**src/rtl/alu_mul_seq.sv**
```systemverilog
// Shift-and-add 8x8 unsigned multiplier sequencer that borrows the shared 8-bit ALU
// for its add and shift-right-by-1 steps; multiplier bits and carry are kept locally.
module alu_mul_seq #(
  parameter logic [3:0] ADD_CMD = 4'b0000,
  parameter logic [3:0] SHR_CMD = 4'b1010,
  parameter logic [2:0] SHR_AMT = 3'b101
) (
  input  logic        clk,
  input  logic        rst_n,
  input  logic        start,
  input  logic [7:0]  op_a,
  input  logic [7:0]  op_b,
  output logic        busy,
  output logic        done,
  output logic [15:0] product,
  output logic [3:0]  alu_cmd,
  output logic [7:0]  alu_inA,
  output logic [7:0]  alu_inB,
  output logic        alu_sc_i,
  output logic [2:0]  alu_shift_value,
  input  logic [7:0]  alu_rslt,
  input  logic        alu_sc_o
);

  typedef enum logic [2:0] {IDLE, ADD, SHR_HI, SHR_LO, DONE} state_t;

  state_t      state, state_nxt;
  logic [7:0]  a_reg;
  logic [6:0]  m_rest;
  logic [7:0]  p_hi;
  logic [7:0]  p_lo;
  logic [2:0]  cnt;
  logic        carry;
  logic        lsb;

  always_ff @(posedge clk) begin
    if (!rst_n) state <= IDLE;
    else        state <= state_nxt;
  end

  always_comb begin
    state_nxt       = state;
    alu_cmd         = 4'b0000;
    alu_inA         = 8'h00;
    alu_inB         = 8'h00;
    alu_shift_value = 3'b000;
    unique case (state)
      IDLE: begin
        if (start) state_nxt = op_b[0] ? ADD : SHR_HI;
      end
      ADD: begin
        alu_cmd   = ADD_CMD;
        alu_inA   = p_hi;
        alu_inB   = a_reg;
        state_nxt = SHR_HI;
      end
      SHR_HI: begin
        alu_cmd         = SHR_CMD;
        alu_shift_value = SHR_AMT;
        alu_inA         = p_hi;
        state_nxt       = SHR_LO;
      end
      SHR_LO: begin
        alu_cmd         = SHR_CMD;
        alu_shift_value = SHR_AMT;
        alu_inA         = p_lo;
        if (cnt == 3'd7)    state_nxt = DONE;
        else if (m_rest[0]) state_nxt = ADD;
        else                state_nxt = SHR_HI;
      end
      DONE: begin
        state_nxt = IDLE;
      end
      default: begin
        state_nxt = IDLE;
      end
    endcase
  end

  assign busy     = (state != IDLE);
  assign done     = (state == DONE);
  assign alu_sc_i = 1'b0;

  // m_rest holds the multiplier bits not yet consumed; bit 0 decides the next iteration's add.
  always_ff @(posedge clk) begin
    if (!rst_n) begin
      a_reg   <= 8'h00;
      m_rest  <= 7'h00;
      p_hi    <= 8'h00;
      p_lo    <= 8'h00;
      cnt     <= 3'd0;
      carry   <= 1'b0;
      lsb     <= 1'b0;
      product <= 16'h0000;
    end else begin
      case (state)
        IDLE: begin
          if (start) begin
            a_reg  <= op_a;
            m_rest <= op_b[7:1];
            p_hi   <= 8'h00;
            p_lo   <= 8'h00;
            cnt    <= 3'd0;
            carry  <= 1'b0;
            lsb    <= 1'b0;
          end
        end
        ADD: begin
          p_hi  <= alu_rslt;
          carry <= (alu_rslt < p_hi);
        end
        SHR_HI: begin
          p_hi  <= {carry, alu_rslt[6:0]};
          lsb   <= alu_sc_o;
          carry <= 1'b0;
        end
        SHR_LO: begin
          p_lo   <= {lsb, alu_rslt[6:0]};
          m_rest <= {1'b0, m_rest[6:1]};
          cnt    <= cnt + 3'd1;
          if (cnt == 3'd7) product <= {p_hi, lsb, alu_rslt[6:0]};
        end
        default: begin
        end
      endcase
    end
  end

endmodule
```
**config.mk**
```make
export PLATFORM = sky130hd
export DESIGN_NAME = alu_mul_seq
export DESIGN_NICKNAME = d
export VERILOG_FILES = /design/src/rtl/alu_mul_seq.sv
export SDC_FILE = /design/constraint.sdc
export NUM_CORES = 1
export LEC_CHECK = 0
export ABC_CLOCK_PERIOD_IN_PS = 1500
export BUFFER_PORTS_ARGS = -buffer_cell sky130_fd_sc_hd__clkbuf_2
export CAP_MARGIN = 20
export CORE_MARGIN = 2
export CORE_UTILIZATION = 50
export DETAILED_ROUTE_END_ITERATION = 16
export PLACE_DENSITY = 0.77
export SLEW_MARGIN = 20
export SYNTH_ARGS = -nofsm -noshare
export SYNTH_HDL_FRONTEND = slang
export SYNTH_SLANG_ARGS = --single-unit
export TNS_END_PERCENT = 30
```
**constraint.sdc**
```tcl
create_clock -name clk -period 1.5 [get_ports clk]
set_input_delay 0.075 -clock clk [delete_from_list [all_inputs] [get_ports clk]]
set_output_delay 0.075 -clock clk [all_outputs]
set_load 0.01 [all_outputs]
```
==> reports/metrics.cfg <==
[critical_path]
r2r_setup_slack_ns = 0.01
timing.critical_path.arrival_ns = 1.48
critPathLaunchType = flop
critical_path_class = reg -> out
crit_required_ns = 1.42
cp_max_fo = 8
rr_worst_depth = 4
r2r_start = state[2]
crit_path_end_kind = output pin
worst_r2r_endpoint = p_lo[6]

[cells_and_area]
n_antenna_cell = 0
layout-drive-gt1-share_pct = 31.41
nFillCells = 434
top_register = product
largest_reg_flops = 16
area_delta_synth_final_pct = 29.11
num-nets-final = 418
finalNonFillerCells = 452

[flow_run]
drv_cap = 0

[placement]
dpl.hpwl_mm = 4.000
placed_cells = 423
numPortBuffers = 65
gp_congestion = 0.8139

[detailed_routing]
firstDrtPassIters = 4
vias_per_cell = 5.235
wl_per_cell_um = 13.65
drcViolationCount = 0
first_iter_violations = 163
drtAntennaViolNets = 0
routed_wl_mm = 6.171
num_vias = 2366

[synthesis]
synth_top_area_share_pct = 42.27
syn_inst = 298
synthFlopType = dfxtp_1
syn_avg_cell_area_um2 = 8.742
synth-seq-cells = 55
netlist_area_mm2 = 0.002605
synth.distinct_cells = 40
synthArstFlopShare_pct = 0
netlist_top_cells_count = nand2_1, dfxtp_1, nor2b_1, a22oi_1, a21boi_1
synth-edff-count = 0
ys_warn_count = 0
yosysTopAreaCell = dfxtp_1
ys_seq_area_share_pct = 42.27
netlist_top_cells_area = dfxtp_1, nand2_1, a22oi_1, nor2b_1, ha_1
yosysMostFrequentCell = nand2_1

[timing]
setup-violations-final = 16
setup_ws_ns = -0.05305
slew_viol_final = 0
min_period_ns = 1.553
fin_crit_sh_pct = 103.5
worstMarginPinSlew_ns = 0.5607
fin_worst_skew_ns = 0.006766
hold_viol = 0
slew_headroom_pct = 62.58
rsz0062_at_grt = yes
fmax_mhz = 643.9

[die]
die_x_um = 76.18
ios = 70
dieArea_mm2 = 0.005803
core-area_mm2 = 0.005075
die_h_um = 76.18
rows = 26
floorplan.initialDensity_pct = 51.33

[min_path]
hold_depth = 3
hold_path_startpoint = op_a[1]
hold-path-endpoint = a_reg[1]
min_path_type = in -> reg

[global_routing]
grt.overflow.total = 0
antenna_found_initial = 0
grt_max_degree = 31
grt_pass1_vias = 2169
grtUsageTotal_pct = 20.36
grt_first_pass_wirelength_mm = 9.763

[clock_network]
cts_buffer_depth = 2
clock_latency_ns = 0.30
htree_num_levels = 2
cts-root-buf = clkbuf_8
cts.sinks = 55
cts_buffers = 5
cts_tree = yes
clkTransAtPathRegs_ns = 0.09

[pwr]
power.density_mw_per_mm2 = 881.7
peakVddDrop_uv = 582.0
p_leak_uw = 0.001393
power_uw = 2966

[outcome]
status = complete, but fails checks
failed_checks = negative setup slack

[repair_timing]
action,in CTS,in global routing
pin swaps,1,6
endpoints found under the setup margin,24,48
gates cloned,0,0
hold endpoints to repair,11,0
hold buffers,11,0
gates resized for setup,13,33
buffers inserted,4,6
[critical path, cell delays in order (launching register included)]
cell and delay [ns]:
dfxtp_4 0.42, buf_6 0.14, nor3b_4 0.21, buf_6 0.17
and2_1 0.12, buf_2 0.12
[layout make-up]
| cell class | instances | area, um2 | area share, % |
|---|---|---|---|
| well taps | 70 | 87.58 | 2.604 |
| clock inverters | 1 | 5.005 | 0.1488 |
| flip-flops and latches | 55 | 1114 | 33.11 |
| inverters | 8 | 30.03 | 0.8929 |
| clock buffers | 7 | 76.32 | 2.269 |
| multi-input cells | 210 | 1365 | 40.59 |
| repair buffers | 101 | 685.7 | 20.39 |
[layer usage]
metal	global-route usage [%]	part of all wire, %	vias to the layer above
met5	0	0	-
met4	4.909	0.79	0
met3	3.910	3.9	6
met2	35.98	51	59
met1	25.71	45	1125
li1	-	-	1176
[worst max path at each step]
stage | from | end | slack, ns | depth (start not counted)
after floorplan | p_hi[1] | carry | 0.14 | 6
after global routing | state[0] | alu_inB[6] | -0.1 | 5
after global placement | p_hi[1] | carry | 0.03 | 6
after detailed placement | p_hi[1] | carry | 0.02 | 6
after CTS | state[0] | alu_inB[6] | -0.04 | 5
final | state[0] | alu_inB[5] | -0.05 | 5
[stage by stage]
stage	hold slack (ns)	TNS (ns)	utilization (%)	setup WS, ns	cell area [um2]
floorplan	0.1860	0	-	0.1410	2616
global placement	0.2981	0	58.16	0.02735	2952
detailed placement	0.3003	0	58.16	0.01901	2952
CTS	0.002327	-0.4828	63.46	-0.04271	3221
global route	0.01179	-2.122	66.27	-0.09988	3363
finish	0.002245	-0.5290	66.27	-0.05305	3363
[where the power goes]
part           internal, uW  switching, uW  total, uW
registers              1520           58.0       1580
clock network           329            453        782
logic                   301            302        603
total                  2150            813       2970
[kinds of logic after synthesis]
logic type,after synthesis,share of synthesized area (%)
xor+xnor,1,0.3363
flops,55,42.27
compound gates,79,22.14
simple gates,117,22.33
fa+ha+maj,9,4.323
buf+inv,36,8.453
other cells,1,0.1440
[cell usage in the layout, fill, tap and decap left out, types with 8 or more instances in the layout]
cell type      synthesis  routed
clkbuf_2               0      57
buf_6                  5      12
a22o_1                 8       8
ha_1                   9       8
dlygate4sd3_1          0      11
nand2_1               68      68
dfxtp_1               55      51
a21boi_0              12      11
buf_4                 11      20
and2_4                 0       8
a21boi_1              13      14
inv_1                  8       8
nor2b_1               20      19
a22oi_1               18      18
Power figures use the tool's default switching activity.
